## src/rtl/fib_job_queue.sv

```systemverilog
// fib_job_queue: request FIFO and result buffer in front of the fibonacci core.
// Requests (n) arrive on a valid/ready stream and are queued in a DEPTH-entry FIFO.
// One job at a time is issued to the core with a single-cycle fib_start pulse.
// The core's ans is captured when it returns to done. It is then presented with its n
// on a valid/ready output stream.
// Optional feature macro: FIB_JOB_TAG_EN adds a 4-bit tag that travels with each job
// (in_tag -> out_tag).

module fib_job_queue #(
  parameter int DEPTH = 4
) (
  input  logic         clk,
  input  logic         reset,
  input  logic         in_valid,
  output logic         in_ready,
  input  logic [4:0]   in_n,
`ifdef FIB_JOB_TAG_EN
  input  logic [3:0]   in_tag,
  output logic [3:0]   out_tag,
`endif
  output logic         out_valid,
  input  logic         out_ready,
  output logic [120:0] out_ans,
  output logic [4:0]   out_n,
  output logic         fib_start,
  output logic [4:0]   fib_n,
  input  logic         fib_done,
  input  logic [120:0] fib_ans,
  output logic         busy
);

  localparam int AW = $clog2(DEPTH);
  localparam logic [AW:0] CNT_FULL = (AW+1)'(DEPTH);
`ifdef FIB_JOB_TAG_EN
  localparam int EW = 9;
`else
  localparam int EW = 5;
`endif

  // state     | meaning
  // IDLE      | no job outstanding; pop the head when the core is idle
  // ISSUE     | fib_start asserted for this single cycle
  // WAIT_LOW  | waiting for the core to drop its idle-level done
  // WAIT_DONE | core computing; capture ans when done returns
  // HOLD      | result presented; wait for the consumer handshake
  typedef enum logic [2:0] {
    IDLE      = 3'd0,
    ISSUE     = 3'd1,
    WAIT_LOW  = 3'd2,
    WAIT_DONE = 3'd3,
    HOLD      = 3'd4
  } state_t;

  logic [EW-1:0]  mem_q [DEPTH];
  logic [AW-1:0]  wr_ptr_q, wr_ptr_d;
  logic [AW-1:0]  rd_ptr_q, rd_ptr_d;
  logic [AW:0]    count_q, count_d;
  state_t         state_q, state_d;
  logic [4:0]     job_n_q, job_n_d;
  logic           fib_start_q, fib_start_d;
  logic           out_valid_q, out_valid_d;
  logic [120:0]   out_ans_q, out_ans_d;
  logic [4:0]     out_n_q, out_n_d;
`ifdef FIB_JOB_TAG_EN
  logic [3:0]     job_tag_q, job_tag_d;
  logic [3:0]     out_tag_q, out_tag_d;
`endif

  logic           push;
  logic           pop;
  logic [EW-1:0]  wr_entry;
  logic [EW-1:0]  head;

  assign in_ready = (count_q < CNT_FULL);
  assign push     = in_valid & in_ready;
  assign busy     = (state_q != IDLE) | (count_q != '0);
  assign head     = mem_q[rd_ptr_q];

`ifdef FIB_JOB_TAG_EN
  assign wr_entry = {in_tag, in_n};
`else
  assign wr_entry = in_n;
`endif

  // FIFO storage write; contents need no reset since count gates every read
  always_ff @(posedge clk) begin
    if (push) begin
      mem_q[wr_ptr_q] <= wr_entry;
    end
  end

  // FIFO pointer and occupancy update; pointers wrap at DEPTH naturally
  always_comb begin
    wr_ptr_d = wr_ptr_q;
    rd_ptr_d = rd_ptr_q;
    count_d  = count_q;
    if (push) begin
      wr_ptr_d = wr_ptr_q + AW'(1);
    end
    if (pop) begin
      rd_ptr_d = rd_ptr_q + AW'(1);
    end
    unique case ({push, pop})
      2'b10:   count_d = count_q + (AW+1)'(1);
      2'b01:   count_d = count_q - (AW+1)'(1);
      default: count_d = count_q;
    endcase
  end

  // Job sequencing: issue, wait out the core, capture and hold the result
  always_comb begin
    state_d     = state_q;
    pop         = 1'b0;
    job_n_d     = job_n_q;
    out_valid_d = out_valid_q;
    out_ans_d   = out_ans_q;
    out_n_d     = out_n_q;
`ifdef FIB_JOB_TAG_EN
    job_tag_d   = job_tag_q;
    out_tag_d   = out_tag_q;
`endif
    unique case (state_q)
      IDLE: begin
        if ((count_q != '0) && fib_done) begin
          pop     = 1'b1;
          job_n_d = head[4:0];
`ifdef FIB_JOB_TAG_EN
          job_tag_d = head[8:5];
`endif
          state_d = ISSUE;
        end
      end
      ISSUE: begin
        state_d = WAIT_LOW;
      end
      WAIT_LOW: begin
        // done is high while the core idles, so wait for it to fall first
        if (!fib_done) begin
          state_d = WAIT_DONE;
        end
      end
      WAIT_DONE: begin
        if (fib_done) begin
          out_ans_d   = fib_ans;
          out_n_d     = job_n_q;
`ifdef FIB_JOB_TAG_EN
          out_tag_d   = job_tag_q;
`endif
          out_valid_d = 1'b1;
          state_d     = HOLD;
        end
      end
      HOLD: begin
        if (out_ready) begin
          out_valid_d = 1'b0;
          state_d     = IDLE;
        end
      end
      default: begin
        state_d = IDLE;
      end
    endcase
    // registered start: high exactly while the FSM sits in ISSUE
    fib_start_d = (state_d == ISSUE);
  end

  // State and output registers with asynchronous reset
  always_ff @(posedge clk or posedge reset) begin
    if (reset) begin
      wr_ptr_q    <= '0;
      rd_ptr_q    <= '0;
      count_q     <= '0;
      state_q     <= IDLE;
      job_n_q     <= '0;
      fib_start_q <= 1'b0;
      out_valid_q <= 1'b0;
      out_ans_q   <= '0;
      out_n_q     <= '0;
`ifdef FIB_JOB_TAG_EN
      job_tag_q   <= '0;
      out_tag_q   <= '0;
`endif
    end else begin
      wr_ptr_q    <= wr_ptr_d;
      rd_ptr_q    <= rd_ptr_d;
      count_q     <= count_d;
      state_q     <= state_d;
      job_n_q     <= job_n_d;
      fib_start_q <= fib_start_d;
      out_valid_q <= out_valid_d;
      out_ans_q   <= out_ans_d;
      out_n_q     <= out_n_d;
`ifdef FIB_JOB_TAG_EN
      job_tag_q   <= job_tag_d;
      out_tag_q   <= out_tag_d;
`endif
    end
  end

  assign fib_start = fib_start_q;
  assign fib_n     = job_n_q;
  assign out_valid = out_valid_q;
  assign out_ans   = out_ans_q;
  assign out_n     = out_n_q;
`ifdef FIB_JOB_TAG_EN
  assign out_tag   = out_tag_q;
`endif

endmodule

```

## config.mk

```make
export PLATFORM = sky130hd
export DESIGN_NAME = fib_job_queue
export DESIGN_NICKNAME = d
export VERILOG_FILES = /design/src/rtl/fib_job_queue.sv
export SDC_FILE = /design/constraint.sdc
export NUM_CORES = 1
export LEC_CHECK = 0
export CORE_MARGIN = 1.5
export CORE_UTILIZATION = 46
export CTS_BUF_LIST = sky130_fd_sc_hd__clkbuf_8 sky130_fd_sc_hd__clkbuf_16
export CTS_CLUSTER_DIAMETER = 80
export CTS_CLUSTER_SIZE = 16
export DETAILED_ROUTE_END_ITERATION = 16
export PLACE_DENSITY = 0.86
export REMOVE_ABC_BUFFERS = 1
export SETUP_SLACK_MARGIN = 0.4
export SLEW_MARGIN = 20
export SYNTH_ARGS = -nofsm -noshare
export SYNTH_HDL_FRONTEND = slang
export SYNTH_SLANG_ARGS = --single-unit
```

## constraint.sdc

```tcl
create_clock -name clk -period 12.11 [get_ports clk]
set_input_delay 2.422 -clock clk [delete_from_list [all_inputs] [get_ports clk]]
set_output_delay 2.422 -clock clk [all_outputs]
set_load 0.1 [all_outputs]
```

### Word-level counts from Yosys, hierarchy flattened

Memories as Yosys holds them, arrays and structs flattened. A register that Yosys moved wholly into a read port is not among the register bits.
Cells that the tools add are included.

| operators by class | value |
|---|---|
| add/subtract/negate cells | 4 |
| $lt $le $gt $ge | 1 |
| equal/unequal tests | 9 |
| multiplexer cells | 13 |
| bitwise gates (word level) | 2 |
| reductions and logical operators | 9 |

Operator list:

| operator | count |
|---|---|
| 3-bit case mux with 5 select lines | 1 |
| 3-bit 2-to-1 mux | 4 |
| 3-bit by 1-bit == test with 1-bit output (second input constant) | 2 |
| 3-bit by 2-bit == test with 1-bit output (second input constant) | 2 |
| 1-bit 2-to-1 mux | 6 |
| 3-bit case mux with 2 select lines | 1 |
| 3-bit nonzero test | 2 |
| 2-bit by 1-bit adder with 2-bit output (second input constant) | 2 |
| 2-bit != test (second input constant) | 2 |
| 2-bit AND reduction | 2 |
| 2-bit nonzero test | 2 |
| 3-bit by 1-bit adder with 3-bit output (second input constant) | 1 |
| 3-bit == test (second input constant) | 1 |
| 3-bit logical NOT | 1 |
| 3-bit < comparator (second input constant) | 1 |
| 3-bit AND reduction | 1 |
| 3-bit by 1-bit subtractor with 3-bit output (second input constant) | 1 |
| 2-bit by 1-bit == test with 1-bit output (second input constant) | 1 |
| 2-bit == test (second input constant) | 1 |
| 1-bit case mux with 2 select lines | 1 |
| 1-bit bitwise AND | 1 |
| 1-bit logical AND | 1 |
| 1-bit bitwise OR | 1 |

| word-level totals | value |
|---|---|
| bits in registers | 138 |
| RAM bits | 20 |
| input port bits | 131 |
| output and inout bits | 135 |
| logic and storage cells | 47 |
| memories | 1 |

Memories:

| name | words | width | read ports | clocked after memory_dff | wr ports | line | RTL |
|---|---|---|---|---|---|---|---|
| mem_q | 4 | 5 | 1 | 1 | 1 | 54 | `logic [EW-1:0] mem_q [DEPTH];` |

### Logic depth before layout (Yosys ltp)

| logic depth | value |
|---|---|
| depth in word-level cells | 6 |
| mapped depth | 9 |
| depth with buffers taken out | 9 |

### Worst setup path before layout

No wires, ideal clock.

| path | value |
|---|---|
| path kind | register to output |
| start | reg count_q[0] |
| end | out busy |
| data arrival time | 1,613 ps |
| required time | 9,688 ps |
| path slack | 8,075 ps |
| stages on the path, launching flop included | 3 |
| path buffers | 0 |
| path through | dfrtp_1 or3_1 nand3b_1 |

| between the ends | value |
|---|---|
| cells in the longest elaborated chain, start to end | 2 |

RTL lines:

| element | line | RTL |
|---|---|---|
| start: declaration | 57 | `logic [AW:0] count_q, count_d;` |
| start signal: assignment | 186 | `count_q <= count_d;` |
| 3-bit nonzero test | 76 | `assign busy = (state_q != IDLE) \| (count_q != '0);` |
| 1-bit bitwise OR | 76 |  |
| end: declaration | 29 | `output logic busy` |

No other way between the ends.

### Final worst setup path

Ends and elaborated chain as after synthesis.

==> impl_metrics.csv <==
group,metric,value,unit
sta,max_freq,0.205,GHz
cts,cts_sinks,163,
worst_setup_path,required,9.69,ns
synth,yosys-top-cells-area,"dfrtp_1 (57%), mux2_2 (18%), edfxtp_1 (9.5%), mux2_4 (6.9%), mux4_2 (1.8%)",
cells_and_area,n_antenna_cell,0,
worst_setup_path,r2r-end,"out_ans[94]$_DFFE_PP0P_",
synth,synth.largest_area_cell,"dfrtp_1",
placed_design,pre_cts_ws,6.84,ns
cts,cts_buffer_depth,2,
worst_setup_path,crit_fanout,3,
sta,slew_viol_final,0,
sta,slew_headroom,27.0,%
sta,rsz0062_at_grt,"false",
sta,period_minus_slack,4.87,ns
synth,synth.avg_cell_area,17.4,µm²
worst_setup_path,r2r_setup_slack,9.37,ns
route,drt_iter0_drc,219,
route,routed_via_density,4.88,
cts,postCtsSetupRepairBufs,0,
cts,cts.repair.resized,0,
synth,syn_area,0.00633,mm²
status,status,"completed",
sta,fin_crit_sh,40.2,%
die,chipWidth,120,µm
sta,layout_setup_ws,7.24,ns
cells_and_area,fin_cells,822,
die,dieHeight,120,µm
placed_design,io_buffer_count,265,
synth,ys_seq_elements,163,
synth,yosysSeqAreaShare,66.0,%
route,avgRoutedWirePerCell,18.3,µm
die,fp.coreArea,0.0133,mm²
die,dieArea,0.0145,mm²
sta,setup_viol,0,
global_routing,grt-ovfl-total,0,
synth,netlist.area_leader.share,56.5,%
die,rows,42,
cts,htreeDepth,4,
placed_design,gp_congestion,0.762,
placed_design,place_area,0.00912,mm²
die,initial_core_util,47.4,%
worst_setup_path,critPathKind,"reg2out",
synth,yosys.cell_types.count,30,
cells_and_area,area_delta_synth_final,52.3,%
route,first_pass_iters,4,
worst_setup_path,rr_worst_depth,4,
worst_setup_path,startpoint_type,"register",
cells_and_area,layout_common_cells,"clkdlybuf4s50_1 (265), dfrtp_1 (143), mux2_2 (102)",
cells_and_area,fin_nets,770,
hold_path,min_path_type,"reg2reg",
placed_design,dp_hpwl,10800,µm
worst_setup_path,r2r-start,"state_q[2]$_DFF_PP0_",
cts,numCtsBuffers,17,
die,io_pins,266,
route,drtAntennaViolNets,0,
sta,fin_skew,0.00426,ns
global_routing,grt_pass1_wl,23200,µm
cts,cts_tree,"built",
sta,tns,0,ns
global_routing,antenna_found_initial,0,
route,drt-total-wl,15000,µm
hold_path,holdCritStartpoint,"out_ans[39]$_DFFE_PP0P_",
route,drc,0,
cts,holdBufCountCts,0,
global_routing,grt_max_degree,74,
cts,cts-root-buf,"clkbuf_16",
global_routing,grt_util_all_layers,21.2,%
placed_design,dp_cells,790,
worst_setup_path,cp.arrival,2.45,ns
synth,yosysWarnings,0,
sta,worst_pin_slew,1.10,ns
hold_path,whs_endpoint,"out_ans[39]$_DFFE_PP0P_",
cells_and_area,final_cell_area,0.00964,mm²
job,cap_violations,0,
global_routing,grt_pass1_vias,4253,
hold_path,hold_depth,1,
cts,path_clk_slew,0.06,ns
cts,clk_latency,0.41,ns
sta,final_hold_viol_count,0,
cells_and_area,layout.cells.most_common,"clkdlybuf4s50_1",
route,routed-via-count,4009,
synth,syn-instance-count,364,
cells_and_area,layout-drive-gt1-share,25.9,%
worst_setup_path,worstSetupEndpointType,"output port",
-- layout make-up --
type / count / area (µm²)
Sequential cell: 163 / 4180
Fill cell: 867 / 3700
Timing Repair Buffer: 267 / 2670
Multi-Input combinational cell: 173 / 2000
Clock buffer: 17 / 425
Tap cell: 176 / 220
Clock inverter: 15 / 101
Inverter: 11 / 46.3
-- Yosys cell counts --
master      n
a21oi_1     2
and2_1      4
and3_1      1
buf_1       1
buf_2      10
buf_6       5
clkbuf_1    1
dfrtp_1   143
edfxtp_1   20
fa_1        1
ha_1        5
inv_1      11
mux2_2    102
mux2_4     29
mux2i_1     1
mux4_2      5
nand2_1     1
nand2b_1    1
nand3_2     2
nand3b_1    2
nand4_1     1
nor2_1      3
nor2b_1     1
nor2b_4     1
nor3_1      1
o21ai_0     2
o41ai_1     1
or3_1       1
xnor2_1     5
xor2_1      1
-- routing by layer --
metal | GRT usage (%) | vias up | part of all wire [%]
met3 | 4.95 | 23 | 5.5
met1 | 24.3 | 2018 | 38
met4 | 7.06 | 0 | 1.7
met5 | 0 | - | 0
met2 | 38.9 | 148 | 54
li1 | - | 1820 | -
-- stage by stage --
| stage | hold WS (ns) | util (%) |
|---|---|---|
| global route | 0.515 | 72.2 |
| CTS | 0.506 | 72.2 |
| finish | 0.502 | 72.2 |
| global placement | 0.480 | 68.3 |
| floorplan | 0.461 | - |
| detailed placement | 0.492 | 68.3 |
-- sequential cells by signal (all words and copies together), names as in the netlist --
name / cells
count_q: 3
fib_n: 5
fib_start: 1
mem_q: 20
out_ans: 121
out_n: 5
out_valid: 1
rd_ptr_q: 2
state_q: 3
wr_ptr_q: 2
-- worst max path at each step --
stage / start / endpoint / slack, ns / cells after the start
CTS: count_q[0]$_DFFE_PP0P_ / busy / 7.22 / 3
global route: fib_done / out_ans[17]$_DFFE_PP0P_ / 7.12 / 5
finish: count_q[0]$_DFFE_PP0P_ / busy / 7.24 / 3
detailed placement: fib_done / out_ans[94]$_DFFE_PP0P_ / 6.84 / 5
global placement: fib_done / out_ans[8]$_DFFE_PP0P_ / 6.94 / 5
floorplan: reset / count_q[0]$_DFFE_PP0P_ / 5.85 / 1
-- worst max-delay path, cell delays in order (launching register included) --
cell	delay, ns
dfrtp_1	0.41
or3_1	0.44
nand3b_1	0.20
clkdlybuf4s50_1	0.99
-- logic make-up (layout without fill, tap and decap cells) --
kind of cell | after synthesis | after routing | synth area share [%]
xor+xnor | 6 | 6 | 0.830
simple gates | 19 | 19 | 1.98
buf+inv | 28 | 310 | 2.45
compound gates | 5 | 5 | 0.455
flops | 163 | 163 | 66.0
mux | 137 | 137 | 27.0
fa+ha+maj | 6 | 6 | 1.30
Power is not shown: default switching activity piles up to over one toggle a cycle in this logic, so the estimate is an artifact.
